## src/rtl/parity_link_pkg.sv

```systemverilog
// Shared definitions for the XOR-parity serial link: receiver states, line
// levels and the word parity helper used by transmitter, receiver and bench.
package parity_link_pkg;

   localparam int unsigned STATE_W    = 2;
   localparam int unsigned MAX_DATA_W = 16;

   typedef logic [STATE_W-1:0] state_t;

   typedef enum state_t {
      IDLE   = 2'd0,
      DATA   = 2'd1,
      PARITY = 2'd2,
      STOP   = 2'd3
   } state_e;

   localparam logic LINE_IDLE = 1'b1;
   localparam logic START_BIT = 1'b0;

   // XOR-reduction of a data word; zero-extension leaves the result unchanged.
   function automatic logic parity_of(input logic [MAX_DATA_W-1:0] word);
      return ^word;
   endfunction

endpackage

```

## src/rtl/parity_frame_rx_if.sv

```systemverilog
// Receiver-side bus: line strobe/data in, decoded word and status out.
interface parity_frame_rx_if #(
   parameter int unsigned DATA_W = 8
) ();

   logic              bit_en;
   logic              sdi;
   logic [DATA_W-1:0] rx_data;
   logic              rx_valid;
   logic              parity_err;
   logic              frame_err;
   logic              busy;

   modport master (
      output bit_en, sdi,
      input  rx_data, rx_valid, parity_err, frame_err, busy
   );

   modport slave (
      input  bit_en, sdi,
      output rx_data, rx_valid, parity_err, frame_err, busy
   );

endinterface

```

## src/rtl/parity_accum.sv

```systemverilog
// One-bit XOR accumulator with synchronous clear-to-INIT and enable.
module parity_accum #(
   parameter logic INIT = 1'b0
) (
   input  logic clk,
   input  logic rst_n,
   input  logic clr,
   input  logic en,
   input  logic din,
   output logic acc
);

   logic acc_q;
   logic acc_d;

   always_comb begin
      acc_d = acc_q;
      if (clr) begin
         acc_d = INIT;
      end else if (en) begin
         acc_d = acc_q ^ din;
      end
   end

   always_ff @(posedge clk) begin
      if (!rst_n) begin
         acc_q <= 1'b0;
      end else begin
         acc_q <= acc_d;
      end
   end

   assign acc = acc_q;

endmodule

```

## src/rtl/parity_frame_rx.sv

```systemverilog
// Serial frame receiver: start, DATA_W data bits LSB first, parity, stop.
// Define PARITY_ODD_EN for odd parity; even parity otherwise.
module parity_frame_rx
   import parity_link_pkg::*;
#(
   parameter int unsigned DATA_W = 8
) (
   input  logic               clk,
   input  logic               rst_n,
   parity_frame_rx_if.slave   bus
);

   localparam int unsigned CNT_W = (DATA_W > 1) ? $clog2(DATA_W) : 1;

`ifdef PARITY_ODD_EN
   localparam logic ACC_INIT = 1'b1;
`else
   localparam logic ACC_INIT = 1'b0;
`endif

   state_e            state_q,      state_d;
   logic [CNT_W-1:0]  cnt_q,        cnt_d;
   logic [DATA_W-1:0] shift_q,      shift_d;
   logic [DATA_W-1:0] rx_data_q,    rx_data_d;
   logic              rx_valid_q,   rx_valid_d;
   logic              parity_err_q, parity_err_d;
   logic              frame_err_q,  frame_err_d;
   logic              busy_q,       busy_d;

   logic              acc_clr_c;
   logic              acc_en_c;
   logic              acc;

   parity_accum #(
      .INIT (ACC_INIT)
   ) u_accum (
      .clk   (clk),
      .rst_n (rst_n),
      .clr   (acc_clr_c),
      .en    (acc_en_c),
      .din   (bus.sdi),
      .acc   (acc)
   );

   // Next-state and datapath; everything holds unless a strobe is present.
   always_comb begin
      state_d      = state_q;
      cnt_d        = cnt_q;
      shift_d      = shift_q;
      rx_data_d    = rx_data_q;
      rx_valid_d   = 1'b0;
      parity_err_d = parity_err_q;
      frame_err_d  = frame_err_q;
      acc_clr_c    = 1'b0;
      acc_en_c     = 1'b0;

      if (bus.bit_en) begin
         case (state_q)
            IDLE: begin
               if (bus.sdi == START_BIT) begin
                  state_d   = DATA;
                  cnt_d     = '0;
                  acc_clr_c = 1'b1;
               end
            end
            DATA: begin
               shift_d[cnt_q] = bus.sdi;
               acc_en_c       = 1'b1;
               if (cnt_q == CNT_W'(DATA_W - 1)) begin
                  state_d = PARITY;
               end else begin
                  cnt_d = cnt_q + CNT_W'(1);
               end
            end
            PARITY: begin
               acc_en_c = 1'b1;
               state_d  = STOP;
            end
            STOP: begin
               rx_data_d    = shift_q;
               parity_err_d = acc;
               frame_err_d  = (bus.sdi != LINE_IDLE);
               rx_valid_d   = 1'b1;
               state_d      = IDLE;
            end
            default: state_d = IDLE;
         endcase
      end

      busy_d = (state_d != IDLE);
   end

   always_ff @(posedge clk) begin
      if (!rst_n) begin
         state_q      <= IDLE;
         cnt_q        <= '0;
         shift_q      <= '0;
         rx_data_q    <= '0;
         rx_valid_q   <= 1'b0;
         parity_err_q <= 1'b0;
         frame_err_q  <= 1'b0;
         busy_q       <= 1'b0;
      end else begin
         state_q      <= state_d;
         cnt_q        <= cnt_d;
         shift_q      <= shift_d;
         rx_data_q    <= rx_data_d;
         rx_valid_q   <= rx_valid_d;
         parity_err_q <= parity_err_d;
         frame_err_q  <= frame_err_d;
         busy_q       <= busy_d;
      end
   end

   assign bus.rx_data    = rx_data_q;
   assign bus.rx_valid   = rx_valid_q;
   assign bus.parity_err = parity_err_q;
   assign bus.frame_err  = frame_err_q;
   assign bus.busy       = busy_q;

endmodule

```

## src/flat_wrapper.sv

```systemverilog
// flat-port wrapper written by rule: the top's interface ports become plain ports
module parity_frame_rx_flat import parity_link_pkg::*;
#(
   parameter int unsigned DATA_W = 8
)
  (clk, rst_n, bus_bit_en, bus_sdi, bus_rx_data, bus_rx_valid, bus_parity_err, bus_frame_err, bus_busy);
  parity_frame_rx_if #(.DATA_W(DATA_W)) bus_i ();
  input  logic clk;
  input  logic rst_n;
  input wire logic [$bits(bus_i.bit_en)-1:0] bus_bit_en;
  input wire logic [$bits(bus_i.sdi)-1:0] bus_sdi;
  output wire logic [$bits(bus_i.rx_data)-1:0] bus_rx_data;
  output wire logic [$bits(bus_i.rx_valid)-1:0] bus_rx_valid;
  output wire logic [$bits(bus_i.parity_err)-1:0] bus_parity_err;
  output wire logic [$bits(bus_i.frame_err)-1:0] bus_frame_err;
  output wire logic [$bits(bus_i.busy)-1:0] bus_busy;
  assign bus_i.bit_en = bus_bit_en;
  assign bus_i.sdi = bus_sdi;
  assign bus_rx_data = bus_i.rx_data;
  assign bus_rx_valid = bus_i.rx_valid;
  assign bus_parity_err = bus_i.parity_err;
  assign bus_frame_err = bus_i.frame_err;
  assign bus_busy = bus_i.busy;
  parity_frame_rx #(.DATA_W(DATA_W)) u_core (.clk(clk), .rst_n(rst_n), .bus(bus_i));
endmodule
```

## config.mk

```make
export PLATFORM = sky130hd
export DESIGN_NAME = parity_frame_rx_flat
export DESIGN_NICKNAME = d
export VERILOG_FILES = /design/src/rtl/parity_link_pkg.sv /design/src/rtl/parity_frame_rx_if.sv /design/src/rtl/parity_accum.sv /design/src/rtl/parity_frame_rx.sv /design/src/flat_wrapper.sv
export SDC_FILE = /design/constraint.sdc
export NUM_CORES = 1
export LEC_CHECK = 0
export CORE_MARGIN = 4
export CORE_UTILIZATION = 47
export CTS_CLUSTER_SIZE = 16
export DETAILED_ROUTE_END_ITERATION = 6
export PLACE_DENSITY = 0.77
export SETUP_SLACK_MARGIN = 0.4
export SYNTH_ARGS = -nofsm -noshare
export SYNTH_HDL_FRONTEND = slang
export SYNTH_SLANG_ARGS = --single-unit
```

## constraint.sdc

```tcl
create_clock -name clk -period 1.4 [get_ports clk]
set_clock_uncertainty 0.05 [all_clocks]
set_input_delay 0.28 -clock clk [delete_from_list [all_inputs] [get_ports clk]]
set_output_delay 0.28 -clock clk [all_outputs]
set_load 0.05 [all_outputs]
```

---- Word level (Yosys, flattened, before mapping) ----
Index checks and enable logic that the tools add are counted.
cells by class
  $add $sub $neg .......................... 1
  order comparisons ....................... 2
  equal/unequal tests ..................... 6
  muxes and demuxes ....................... 16
  bitwise logic cells ..................... 3
  reduce and logical (&&, ||, !) cells .... 10
operators with widths
  operator             number
  $bwmux 8             1
  $pmux 2 s4           1
  $mux 1               7
  $mux 2               3
  $mux 3               2
  $pmux 3 s2           1
  $reduce_and 2->1     3
  $eq 2x2->1 const B   2
  $lt 3x4->1 const B   1
  $ne 2x2->1 const B   2
  $reduce_and 4->1     1
  $reduce_bool 2->1    2
  $reduce_or 2->1      2
  $add 3x1->3 const B  1
  $demux 1 s3          1
  $eq 3x3->1 const B   1
  $ge 3x1->1 const B   1
  $eq 2x1->1 const B   1
  $logic_not 2->1      1
  $not 1->1            2
  $logic_and 1x1->1    1
  $xor 1x1->1          1
storage, ports and cells
  flip-flop bits (word level) ............. 26
  input bits .............................. 4
  output and inout bits ................... 12
  word-level logic and storage cells ...... 47

---- Depth between registers and ports, before layout ----
  word-level depth ........................ 5
  gate-level depth with buffers ........... 6
  mapped depth without buffers ............ 5

---- By module ----
From an unflattened synthesis, not the netlist that was laid out.
unflattened totals
  cell total of the unflattened synthesis .. 141
  area total of the unflattened synthesis .. 1,212.4 µm²
by module, submodules not included
  module           instances  cells an instance  area an instance (µm²)  seq. area each (µm²)
  parity_frame_rx  1          136                1,159.9                 500.5
  parity_accum     1          5                  52.6                    20.0

---- Worst setup path after synthesis ----
OpenSTA, ideal clock, no wires.
  kind .................................... register to register
  start ................................... register u_core.state_q[0]
  end ..................................... register u_core.busy_q, in the netlist u_core.bus.busy
  library setup time ...................... 128 ps
  data arrival time ....................... 1,194 ps
  required time ........................... 1,222 ps
  slack ................................... 28 ps
  stages on the path, launching flop included .. 6
  path buffers ............................ 0
  period minus slack after synthesis ...... 1,372 ps
  path through ............................ dfxtp_1 -> inv_1 -> ha_1 -> a21bo_2 -> o21ai_0 -> a31oi_1
on the way
  longest elaborated chain between the ends .. 4
  elaborated cells between the ends (all ways) .. 9
  classes of those cells .................. 3 x eq/ne; 4 x mux; 2 x reduce/logical
RTL lines
  item                                      RTL line                text
  start: declaration                        parity_frame_rx.sv:21   state_e state_q, state_d;
  start signal: assignment                  parity_frame_rx.sv:104  state_q <= state_d;
  $eq 2x2->1, or another cell as far along  parity_frame_rx.sv:58   case (state_q)
  $pmux 2 s4                                parity_frame_rx.sv:58
  $mux 2 (*)                                parity_frame_rx.sv:57   if (bus.bit_en) begin
  $reduce_bool 2->1 (*)                     parity_frame_rx.sv:90   busy_d = (state_d != IDLE);
  end signal: assignment                    parity_frame_rx.sv:111  busy_q <= busy_d;
  end: declaration                          parity_frame_rx.sv:28   logic busy_q, busy_d;
Mark *: on every way between the ends. The rest lies on a longest branch, timed or not.
A chain may end at the register's enable or synchronous reset.

---- Worst setup path in the final report ----
  start ................................... register u_core.cnt_q[0]
  end ..................................... register u_core.busy_q, in the netlist u_core.bus.busy
on the way
  longest elaborated chain between the ends .. 5
RTL lines
  item                      RTL line                text
  start: declaration        parity_frame_rx.sv:22   logic [CNT_W-1:0] cnt_q, cnt_d;
  start signal: assignment  parity_frame_rx.sv:105  cnt_q <= cnt_d;
  $eq 3x3->1                parity_frame_rx.sv:69   if (cnt_q == CNT_W'(DATA_W - 1)) begin
  $mux 2                    parity_frame_rx.sv:69
  $pmux 2 s4                parity_frame_rx.sv:58
  $mux 2                    parity_frame_rx.sv:57
  $reduce_bool 2->1         parity_frame_rx.sv:90
Every way passes these cells.

==> results.toml <==
[layout]
drive_above_1_share_pct = 56.9
final_cell_mix = "15 x a21oi_1, 14 x dfxtp_2, 13 x nand2_1, 13 x buf_12, 12 x buf_4"
nets = 186
instances_no_fill = 202
final_area_mm2 = 0.00199
diodes = 0
final_common_cell = "a21oi_1"
area_delta_synth_final_pct = 67.6
utilization_pct = 86.4

[cts]
clock_sinks = 26
clk_latency_ns = 0.35
root_buffer = "clkbuf_4"
tritoncts = "done"
cts_buffers = 3
clockBufferDepth = 2
htree_levels = 1
clk_pin_slew_worst_paths_ns = 0.15

[timing]
whs_ns = 0.423
timing.setup.tns_ns = 0
slew_viol_final = 0
period_share_pct = 99.2
layout_setup_ws_ns = 0.0115
setup_viol = 0
post-route-min-period_ns = 1.39
hold_viol_final = 0
fmax_mhz = 720
slew_headroom_pct = 83.8
worst_pin_slew_ns = 0.242
rsz0062_at_grt = "yes"

[yosys]
ys_warn_count = 0
synth_compound_area_share_pct = 19.4
ys_ff_latch = 26
synth_top_family_by_area = "simple AND/OR/NAND/NOR gates"
synth.mux.area_fraction_pct = 0
synth_edf_count = 0
synth_area_mm2 = 0.00118
yosys.area_share.simple_pct = 24.3
yosysSeqAreaShare_pct = 43.9
ys_async_sr_fraction_pct = 0
synth_fa_ha_area_share_pct = 7.39
synthFlopType = "dfxtp_1"
netlist_instances = 144
yosys.area_share.xor_xnor_pct = 0
syn_nets = 155
synth_cell_types = 26
syn_avg_cell_area_um2 = 8.23

[floorplanning]
die_area_mm2 = 0.00339
io_pins = 16
start_util_pct = 51.6
die_w_um = 58.2
core_area_mm2 = 0.00230
num_rows = 17
die_y_um = 58.2

[pwr]
totalPowerFinal_mw = 1.46
ir_drop_mv = 0.808
cellPowerDensity_mw_per_mm2 = 735
p_leak_nw = 0.801

[placed_design]
portBuffers = 15
hpwl_um = 1910
place.gp.congestion = 0.895
post-place-ws_ns = -0.234
place_inst = 187
placed_cell_area_mm2 = 0.00159

[routing]
route.detailed.drc = 0
wl_per_cell_um = 16.7
drt-initial-drc-count = 42
wl_um = 3370
num_vias = 1154
drt_pass1_iterations = 4
route.detailed.vias_per_inst = 5.71
postRouteAntennaNets = 0

[critical_path]
critPathMaxFanout = 4
crit_arrival_ns = 1.63
r2r-start = "u_core.cnt_q[0]"
start_kind = "flip-flop"
end_kind = "flip-flop"
crit_start = "u_core.cnt_q[0]"
critical_path_class = "reg2reg"
critPathRequiredTime_ns = 1.64

[grt]
grt_pass1_wl_um = 5360
grt_max_degree = 20
met1_usage_pct = 24.0
grt_use_met3_pct = 2.67
antenna_found_initial = 0
use_met2_pct = 37.3
grtUsageTotal_pct = 20.8
grt_overflow = 0
grt_pass1_vias = 1171
busiest_layer = "met2"

[run]
maxCapViolCount = 0

[hold_path]
hold_path.class = "reg2reg"
hold_start = "u_core.shift_q[5]"

[outcome]
status = "finished, final reports clean"
[Yosys cell counts (2+ instances only)]
| master | instances | share of area, % |
|---|---|---|
| dfxtp_1 | 26 | 44 |
| a21oi_1 | 24 | 10 |
| nand2_1 | 23 | 7.3 |
| o21ai_0 | 12 | 5.1 |
| nand3_1 | 9 | 3.8 |
| ha_1 | 7 | 7.4 |
| buf_2 | 5 | 2.1 |
| nor2b_1 | 5 | 2.6 |
| nand2b_1 | 4 | 2.1 |
| nor2_1 | 4 | 1.3 |
| and3b_1 | 3 | 2.2 |
| buf_4 | 2 | 1.3 |
| clkbuf_1 | 2 | 0.63 |
| inv_1 | 2 | 0.63 |
| nand3b_1 | 2 | 1.3 |
| nand4_1 | 2 | 1.1 |
| nor3_1 | 2 | 0.84 |
| o31ai_1 | 2 | 1.3 |
[layout make-up]
type	instances	area, µm²
tap	28	35.0
sequential	26	546
inverter	3	16.3
fill	104	312
multi-input combinational	106	867
timing repair buffer	35	474
clock buffer	4	47.5
[routing by layer]
layer | part of all wire, % | wire length [µm]
met5 | 0 | 0
met2 | 53 | 1790
met1 | 41 | 1390
met4 | 1.3 | 43
met3 | 4.2 | 142
[kinds of logic after synthesis]
group | Yosys count
AOI/OAI and AO/OA | 42
adders and majority gates | 7
buffers and inverters | 12
DFF | 26
and+or+nand+nor | 57
[sequential cells by signal, summed over array words and instances (netlist names)]
register,count
u_core.bus.parity_err,1
u_core.state_q,2
u_core.bus.frame_err,1
u_core.cnt_q,3
u_core.u_accum.acc,1
u_core.bus.busy,1
u_core.shift_q,8
u_core.bus.rx_data,8
u_core.bus.rx_valid,1
[worst max-delay path: stages, from the launching register on]
cell and delay, ns:
dfxtp_2 0.38, ha_4 0.14, ha_4 0.15, a21oi_1 0.07, or3b_4 0.37, a31oi_1 0.17
[power breakdown]
part / total (mW) / switching (mW) / internal [mW]
clock network: 0.474 / 0.254 / 0.219
logic: 0.225 / 0.119 / 0.106
registers: 0.761 / 0.0126 / 0.748
[what timing repair did]
item                                   in CTS  in global routing
endpoints found under the hold margin       0                  0
pin swaps                                  22                 14
cloned                                      2                  0
setup endpoints to repair                  38                 38
setup buffers                               8                  1
hold buffers                                0                  0
resized for setup                          60                 19
[worst paths after layout]
path                           endpoint  slack (ns)  cells past startpoint
setup / recovery        u_core.bus.busy        0.01                      5
hold / removal    u_core.bus.rx_data[5]        0.42                      2
setup reg to reg        u_core.bus.busy        0.01                      5
hold reg to reg   u_core.bus.rx_data[5]        0.42                      2
No activity file was read; power rests on OpenSTA's default activity.
